File: src/rtl/uart_rx.sv
// 8N1 UART receiver: oversampled, majority-voted bit decode with break handling.
// Presents each good byte on RX_data with a one-cycle byte_done strobe.
module uart_rx #(
    parameter int unsigned CLK_FREQ   = 100_000_000,
    parameter int unsigned BAUD_RATE  = 115200,
    parameter int unsigned OVERSAMPLE = 16
) (
    input  logic       clk,
    input  logic       rst,
    input  logic       rx,
    output logic [7:0] RX_data,
    output logic       byte_done,
    output logic       frame_err,
    output logic       busy
);

    localparam int unsigned DIV    = CLK_FREQ / (BAUD_RATE * OVERSAMPLE);
    localparam int unsigned DIV_W  = (DIV > 1) ? $clog2(DIV) : 1;
    localparam int unsigned SCNT_W = $clog2(OVERSAMPLE);
    localparam int unsigned MID    = OVERSAMPLE / 2;

    typedef enum logic [2:0] {
        S_IDLE,
        S_START,
        S_DATA,
        S_STOP,
        S_BREAK
    } state_t;

    state_t              state_q, state_d;
    logic                rx_meta, rxs, rxs_prev;
    logic [DIV_W-1:0]    div_cnt;
    logic [SCNT_W-1:0]   scnt;
    logic                s_lo, s_mid;
    logic [7:0]          shift_q, shift_d;
    logic [2:0]          bit_idx_q, bit_idx_d;
    logic [7:0]          rx_data_d;
    logic                byte_done_d, frame_err_d;
    logic                start_c, tick_c, resolve_c, vote_c;

    // Two-flop synchronizer plus previous value for falling-edge detect
    always_ff @(posedge clk or posedge rst) begin
        if (rst) begin
            rx_meta  <= 1'b1;
            rxs      <= 1'b1;
            rxs_prev <= 1'b1;
        end else begin
            rx_meta  <= rx;
            rxs      <= rx_meta;
            rxs_prev <= rxs;
        end
    end

    assign start_c   = (state_q == S_IDLE) && rxs_prev && !rxs;
    assign tick_c    = (div_cnt == DIV_W'(DIV - 1));
    assign resolve_c = tick_c && (scnt == SCNT_W'(MID + 1));
    assign vote_c    = (s_lo & s_mid) | (s_lo & rxs) | (s_mid & rxs);

    // Tick divider and sample counter, phase-aligned to the start edge
    always_ff @(posedge clk or posedge rst) begin
        if (rst) begin
            div_cnt <= '0;
            scnt    <= '0;
        end else if (start_c) begin
            div_cnt <= '0;
            scnt    <= '0;
        end else if (tick_c) begin
            div_cnt <= '0;
            scnt    <= (scnt == SCNT_W'(OVERSAMPLE - 1)) ? '0 : scnt + SCNT_W'(1);
        end else begin
            div_cnt <= div_cnt + DIV_W'(1);
        end
    end

    // First two of the three voting samples; the third is live rxs at resolve
    always_ff @(posedge clk or posedge rst) begin
        if (rst) begin
            s_lo  <= 1'b1;
            s_mid <= 1'b1;
        end else if (tick_c) begin
            if (scnt == SCNT_W'(MID - 1)) s_lo  <= rxs;
            if (scnt == SCNT_W'(MID))     s_mid <= rxs;
        end
    end

    always_ff @(posedge clk or posedge rst) begin
        if (rst) begin
            state_q   <= S_IDLE;
            shift_q   <= '0;
            bit_idx_q <= '0;
            RX_data   <= '0;
            byte_done <= 1'b0;
            frame_err <= 1'b0;
            busy      <= 1'b0;
        end else begin
            state_q   <= state_d;
            shift_q   <= shift_d;
            bit_idx_q <= bit_idx_d;
            RX_data   <= rx_data_d;
            byte_done <= byte_done_d;
            frame_err <= frame_err_d;
            busy      <= (state_q != S_IDLE);
        end
    end

    always_comb begin
        state_d     = state_q;
        shift_d     = shift_q;
        bit_idx_d   = bit_idx_q;
        rx_data_d   = RX_data;
        byte_done_d = 1'b0;
        frame_err_d = 1'b0;
        case (state_q)
            S_IDLE: begin
                if (start_c) state_d = S_START;
            end
            S_START: begin
                if (resolve_c) begin
                    if (!vote_c) begin
                        state_d   = S_DATA;
                        bit_idx_d = '0;
                    end else begin
                        state_d = S_IDLE;
                    end
                end
            end
            S_DATA: begin
                if (resolve_c) begin
                    shift_d = {vote_c, shift_q[7:1]};
                    if (bit_idx_q == 3'd7) state_d = S_STOP;
                    else                   bit_idx_d = bit_idx_q + 3'd1;
                end
            end
            S_STOP: begin
                if (resolve_c) begin
                    if (vote_c) begin
                        rx_data_d   = shift_q;
                        byte_done_d = 1'b1;
                        state_d     = S_IDLE;
                    end else begin
                        frame_err_d = 1'b1;
                        state_d     = S_BREAK;
                    end
                end
            end
            // Held-low line must return high before a new start is accepted
            S_BREAK: begin
                if (rxs) state_d = S_IDLE;
            end
            default: state_d = S_IDLE;
        endcase
    end

endmodule

File: config.mk
export PLATFORM = sky130hd
export DESIGN_NAME = uart_rx
export DESIGN_NICKNAME = d
export VERILOG_FILES = /design/src/rtl/uart_rx.sv
export SDC_FILE = /design/constraint.sdc
export NUM_CORES = 1
export LEC_CHECK = 0
export ABC_AREA = 1
export CAP_MARGIN = 5
export CORE_UTILIZATION = 61
export CTS_CLUSTER_DIAMETER = 30
export DETAILED_ROUTE_END_ITERATION = 8
export PLACE_DENSITY = 0.83
export SETUP_SLACK_MARGIN = 0.5
export SLEW_MARGIN = 5
export SYNTH_ARGS = -nofsm -noshare
export SYNTH_HDL_FRONTEND = slang
export SYNTH_SLANG_ARGS = --single-unit
File: constraint.sdc
create_clock -name clk -period 2.55 [get_ports clk]
set_clock_uncertainty 0.1 [all_clocks]
set_input_delay 0.6375 -clock clk [delete_from_list [all_inputs] [get_ports clk]]
set_output_delay 0.6375 -clock clk [all_outputs]
set_load 0.1 [all_outputs]
==> results.json, run 1 <==
{
  "cap_viol_max_count": 0,
  "grt_overflow_total": 0,
  "worstMarginPinSlew_ns": 0.489,
  "die_w_um": 57.8,
  "fmax_ghz": 0.565,
  "ys_seq_area_share_pct": 53.0,
  "hp-class": "flip-flop to flip-flop",
  "pre_cts_ws_ns": 0.906,
  "rr_startpoint": "div_cnt[1]",
  "instances_no_fill": 268,
  "grt_max_degree": 41,
  "die_area_um2": 3340,
  "setup_viol": 0,
  "fin_setup_tns_ns": 0,
  "synthSimpleGateAreaFrac_pct": 32.6,
  "synth_flop_cell": "dfrtp_1",
  "n_antenna_cell": 0,
  "ys_types": 25,
  "async_flop_share_pct": 100,
  "cp-startpoint": "RX_data[2]",
  "drt_wl_total_mm": 3.49,
  "root_buffer": "clkbuf_4",
  "antenna_found_initial": 0,
  "start_kind": "flip-flop",
  "fin_crit_ns": 1.77,
  "dp_hpwl_mm": 2.58,
  "synth-seq-cells": 40,
  "yosysTopAreaCell": "dfrtp_1",
  "die_h_um": 57.8,
  "holdPathStages": 0,
  "viasPerCell": 5.44,
  "reg2reg_to": "RX_data[2]",
  "final_area_um2": 2100,
  "cp_slowest_cell": "dfrtp_1",
  "drt-initial-drc-count": 82,
  "clk_latency_ns": 0.35,
  "path_buf_inv": 1,
  "first_pass_iters": 6,
  "gp_congestion": 0.849,
  "antenna_left": 0,
  "synth_area_um2": 1900,
  "hold_viol_final": 0,
  "avgSynthCellArea_um2": 8.76,
  "cts-htree-levels": 2,
  "max_slew_margin_pct": 67.4,
  "path_clk_slew_ns": 0.12,
  "yosys.area_share.adder_pct": 4.61,
  "grt_pass1_wl_mm": 6.07,
  "wl_per_cell_um": 13.0,
  "drcViolationCount": 1,
  "status": "finished with violations",
  "path_max_fanout": 2,
  "track_usage_pct": 24.1,
  "holdCritStartpoint": "rx_meta",
  "synth.most_common_cell": "nand2_1",
  "syn-instance-count": 217,
  "yosys.area.top_type_share_pct": 46.1,
  "clk_path_buf_depth": 2,
  "fin_nets": 246,
  "fp-row-count": 19,
  "critPathRequiredTime_ns": 1.81,
  "peakVddDrop_mv": 0.496,
  "synth_area_leaders": "dfrtp_1 (46%), nand2_1 (14%), dfstp_2 (6.9%)",
  "seq_area_um2": 1010,
  "crit_arrival_ns": 1.03,
  "synth.area.mux_share_pct": 0,
  "synth-edff-count": 0,
  "port_buffers": 13,
  "synth.cells.most_frequent": "nand2_1 (69), dfrtp_1 (35), nand3_1 (24), inv_1 (18), nor2_1 (16)",
  "total_power_w": 0.00169,
  "timing.final.max_slew_violations": 0,
  "start_util_pct": 66.7,
  "grt_pass1_vias": 1412,
  "path_cells": "buf_4",
  "multi_input_area_um2": 800,
  "numCtsBuffers": 5,
  "ctsHoldBuffers": 0,
  "postCtsSetupRepairBufs": 0,
  "core_area_um2": 2850,
  "fillers": 200,
  "syn-num-nets": 227,
  "cts.sinks": 40,
  "synth_compound_area_share_pct": 3.95,
  "rsz0062_at_grt": "false",
  "synthXorXnorAreaFrac_pct": 0.921,
  "place_inst": 260,
  "reg2reg_slack_ns": 0.88,
  "reg2reg_depth": 9,
  "p_per_area_nw_per_um2": 808,
  "synth.yosys.warnings": 0,
  "drive_gt1_share_pct": 17.3,
  "cpPeakStageDelay_ns": 0.38,
  "setup_slack_ns": 0.781,
  "violations": "DRC",
  "pin_count": 14,
  "cts_tree": "built",
  "leakage_nw": 1.16,
  "placed_area_um2": 2030,
  "synth_top_family_by_area": "simple AND/OR/NAND/NOR gates",
  "end_kind": "output pin",
  "worstSetupPathType": "flip-flop to output pin",
  "fin_crit_sh_pct": 69.4,
  "critPathTopFamily": "flip-flops",
  "holdPathEnd": "rxs",
  "vias": 1459,
  "cts-resized-gates": 0,
  "area_delta_synth_final_pct": 10.2
}
## metal layers
metal / share of wire, % / vias up / track usage, %
met1: 45 / 687 / 29.0
met4: 1.5 / 0 / 10.5
li1: - / 732 / -
met3: 3.4 / 7 / 4.91
met5: 0 / - / 0
met2: 50 / 33 / 41.7
## power by group
part           internal (W)  switching (W)
registers          0.000723      0.0000877
logic              0.000170       0.000379
clock network      0.000131       0.000202
## logic make-up (layout without fill, tap and decap cells)
| group | Yosys count | after routing |
|---|---|---|
| simple gates | 130 | 130 |
| flops | 40 | 40 |
| buf+inv | 23 | 43 |
| compound gates | 15 | 15 |
| fa+ha+maj | 7 | 7 |
| xor+xnor | 2 | 2 |
## stage by stage
stage	hold WS [ns]	util [%]
global placement	0.248	71.3
finish	0.263	73.5
global route	0.272	73.5
CTS	0.266	73.5
detailed placement	0.249	71.3
floorplan	0.245	-
## worst max path at each step
| stage | endpoint | slack (ns) | depth (start not counted) |
|---|---|---|---|
| global route | bit_idx_q[2] | 0.73 | 9 |
| CTS | RX_data[2] | 0.78 | 1 |
| detailed placement | RX_data[2] | 0.91 | 9 |
| floorplan | RX_data[0] | 0.90 | 1 |
| finish | RX_data[2] | 0.78 | 1 |
| global placement | RX_data[4] | 0.97 | 9 |
## layout by cell type, fill, tap and decap left out, types with 2 or more instances in the layout
cell type        count
dfstp_2              5
clkinv_2             2
nand3_1             24
buf_4               12
nor2_1              16
nand2_4              3
nand4_1              5
inv_2                3
ha_1                 7
clkbuf_4             5
inv_1               18
o21ai_0              9
o21ai_1              4
dfrtp_1             35
clkdlybuf4s50_1      2
a21oi_1              2
nand2_1             69
nand2_2              4
nor2_4               3
## layout make-up
| class | count | share of cell area, % |
|---|---|---|
| Sequential cell | 40 | 48.1 |
| Multi-Input combinational cell | 154 | 38.1 |
| Timing Repair Buffer | 14 | 5.25 |
| Inverter | 21 | 3.76 |
| Clock buffer | 6 | 2.45 |
| Tap cell | 31 | 1.85 |
| Clock inverter | 2 | 0.478 |
## state kept, by name, indices dropped and copies added (netlist names), 3 cells and up
| register | cells |
|---|---|
| RX_data | 8 |
| bit_idx_q | 3 |
| div_cnt | 6 |
| scnt | 4 |
| shift_q | 8 |
| state_q | 3 |
Note: power is estimated with default switching activity, not from simulation.
==> inputs of run 2 (changes only) <==
--- a/config.mk
+++ b/config.mk
@@ -7,10 +7,10 @@
 export LEC_CHECK = 0
 export ABC_AREA = 1
 export CAP_MARGIN = 5
-export CORE_UTILIZATION = 61
+export CORE_UTILIZATION = 57
 export CTS_CLUSTER_DIAMETER = 30
 export DETAILED_ROUTE_END_ITERATION = 8
-export PLACE_DENSITY = 0.83
+export PLACE_DENSITY = 0.78
 export SETUP_SLACK_MARGIN = 0.5
 export SLEW_MARGIN = 5
 export SYNTH_ARGS = -nofsm -noshare
==> constraint.sdc (replaced) <==
create_clock -name clk -period 1.71 [get_ports clk]
set_clock_uncertainty 0.1 [all_clocks]
set_input_delay 0.4275 -clock clk [delete_from_list [all_inputs] [get_ports clk]]
set_output_delay 0.4275 -clock clk [all_outputs]
set_load 0.1 [all_outputs]
==> run 2 against run 1 <==
The run now ends clean. Clock-buffer cell count grew 1. Power grew 62%. Combinational power grew 89%. Utilization grew 8.3 points. Hold slack is essentially flat. Final cell count grew 12%. First-iteration DRC count grew 44%. Via count grew 13%. Setup slack lost 0.63 ns. Critical path depth grew 5. Sequential share of layout area shrank 7.8 points. Critical path type is now flip-flop to flip-flop.
==> results.json, run 2 (synthesis results as in run 1) <==
{
  "clk_latency_ns": 0.35,
  "fmax_ghz": 0.643,
  "worstSetupPathType": "flip-flop to flip-flop",
  "end_kind": "flip-flop",
  "holdCritStartpoint": "rx_meta",
  "viasPerCell": 5.50,
  "grt_overflow_total": 0,
  "drt_wl_total_mm": 4.52,
  "p_int_w": 0.00162,
  "antenna_found_initial": 0,
  "seq_area_um2": 1020,
  "cap_viol_max_count": 0,
  "gp_congestion": 0.779,
  "cts.sinks": 40,
  "start_util_pct": 61.3,
  "die_w_um": 59.8,
  "root_buffer": "clkbuf_4",
  "cpPeakStageDelay_ns": 0.49,
  "cts-htree-levels": 2,
  "final_cell_mix": "nand2_1 (63), nand3_1 (24), dfrtp_1 (23)",
  "fin_nets": 265,
  "die_h_um": 59.8,
  "antenna_left": 0,
  "rsz0062_at_grt": "true",
  "ctsHoldBuffers": 0,
  "combPwrFrac_pct": 37.9,
  "wl_per_cell_um": 15.1,
  "largest_registers": "RX_data x8, shift_q x8, div_cnt x6",
  "n_antenna_cell": 0,
  "pin_count": 14,
  "vias": 1649,
  "reg2reg_to": "state_q[2]",
  "worstMarginPinSlew_ns": 0.361,
  "timing.final.max_slew_violations": 0,
  "placed_area_um2": 2220,
  "switchingPower_w": 0.00112,
  "track_usage_pct": 26.1,
  "p_per_area_nw_per_um2": 1080,
  "grt_pass1_vias": 1541,
  "path_cells": "nor2_2, nand2_1, nor2_1, nor2_4, nand3_1, nand2_1",
  "core_area_um2": 3100,
  "cp_slowest_cell": "dfrtp_1",
  "reg2reg_depth": 6,
  "die_area_um2": 3570,
  "power_switching_share_pct": 40.9,
  "fin_setup_tns_ns": 0,
  "max_slew_margin_pct": 75.7,
  "instances_no_fill": 300,
  "final_common_cell": "nand2_1",
  "hp-class": "flip-flop to flip-flop",
  "cts_tree": "built",
  "holdPathEnd": "rxs",
  "leakage_nw": 1.26,
  "clkPwrFrac_pct": 17.3,
  "clk_path_buf_depth": 2,
  "seq_power_share_pct": 44.8,
  "peakVddDrop_mv": 0.826,
  "fin_crit_ns": 1.56,
  "holdPathStages": 0,
  "rr_startpoint": "state_q[0]",
  "multi_input_area_um2": 912,
  "drive_gt1_share_pct": 33.6,
  "final_core_util_pct": 81.8,
  "status": "completed",
  "crit_arrival_ns": 1.71,
  "path_max_fanout": 5,
  "drcViolationCount": 0,
  "hold_viol_final": 0,
  "grt_pass1_wl_mm": 6.86,
  "port_buffers": 13,
  "setup_viol": 0,
  "critPathRequiredTime_ns": 1.86,
  "fillers": 183,
  "reg2reg_slack_ns": 0.15,
  "start_kind": "flip-flop",
  "place_inst": 273,
  "first_pass_iters": 4,
  "dp_hpwl_mm": 2.68,
  "cpMostUsedCell": "nand2_1",
  "numCtsBuffers": 5,
  "fin_crit_sh_pct": 91.0,
  "area_delta_synth_final_pct": 33.4,
  "drt-initial-drc-count": 118,
  "path_clk_slew_ns": 0.12,
  "final_area_um2": 2540,
  "grt_max_degree": 41,
  "fp-row-count": 20
}
==> run 2: cell types whose count changed in the layout (fill, tap and decap cells not counted), sizes merged <==
cell	previous run	this run
clkinvlp	0	1
clkbuf	6	7
nand2	76	78
inv	21	20
buf	12	28
==> run 2: layout make-up <==
cell class,instances,area share [%]
sequential,40,40.3
multi-input combinational,156,35.9
timing repair buffer,30,15.6
inverter,21,3.75
tap,44,2.17
clock buffer,7,1.78
timing repair inverter,1,0.247
clock inverter,1,0.197
==> run 2: layer usage <==
metal	GRT usage [%]	up-vias	wire, µm
li1	-	770	-
met1	34.0	806	1840
met2	42.4	63	2370
met3	5.84	10	235
met5	0	-	0
met4	10.3	0	77
==> run 2: how the worst max path moves through the flow <==
stage | from | end | depth (start not counted)
2_1_floorplan | div_cnt[1] | state_q[1] | 10
3_3_place_gp | div_cnt[1] | RX_data[3] | 9
3_5_place_dp | div_cnt[1] | RX_data[0] | 9
4_1_cts | RX_data[1] | RX_data[1] | 1
5_1_grt | div_cnt[1] | state_q[0] | 9
6_report | state_q[0] | state_q[2] | 6
==> run 2: worst max-delay path: cells and delay by family, from the launching register on <==
| kind | cells | cell delay, ns |
|---|---|---|
| flops | 1 | 0.49 |
| simple gates | 6 | 0.86 |
==> run 2: power by group through the flow <==
| stage | Clock (W) | Sequential, W | Combinational, W |
|---|---|---|---|
| 3_5_place_dp | 0 | 0.00124 | 0.000839 |
| 5_1_grt | 0.000508 | 0.00125 | 0.00115 |
| 6_report | 0.000475 | 0.00123 | 0.00104 |
| 2_1_floorplan | 0 | 0.00129 | 0.000586 |
| 4_1_cts | 0.000468 | 0.00122 | 0.000962 |
| 3_3_place_gp | 0 | 0.00122 | 0.000801 |
==> run 2: repair_timing <==
action	CTS	global route
endpoints found under the setup margin	47	47
resized for setup	21	11
endpoints found under the hold margin	0	0
pin swaps	7	10
cloned	1	2
setup buffers	11	5
==> run 2: metrics by stage <==
step                hold WS, ns  setup WS, ns  power (W)
finish                    0.262         0.154    0.00275
global route              0.267        0.0735    0.00291
CTS                       0.264         0.200    0.00265
detailed placement        0.249        0.0464    0.00208
global placement          0.247         0.114    0.00203
floorplan                 0.245         0.249    0.00187
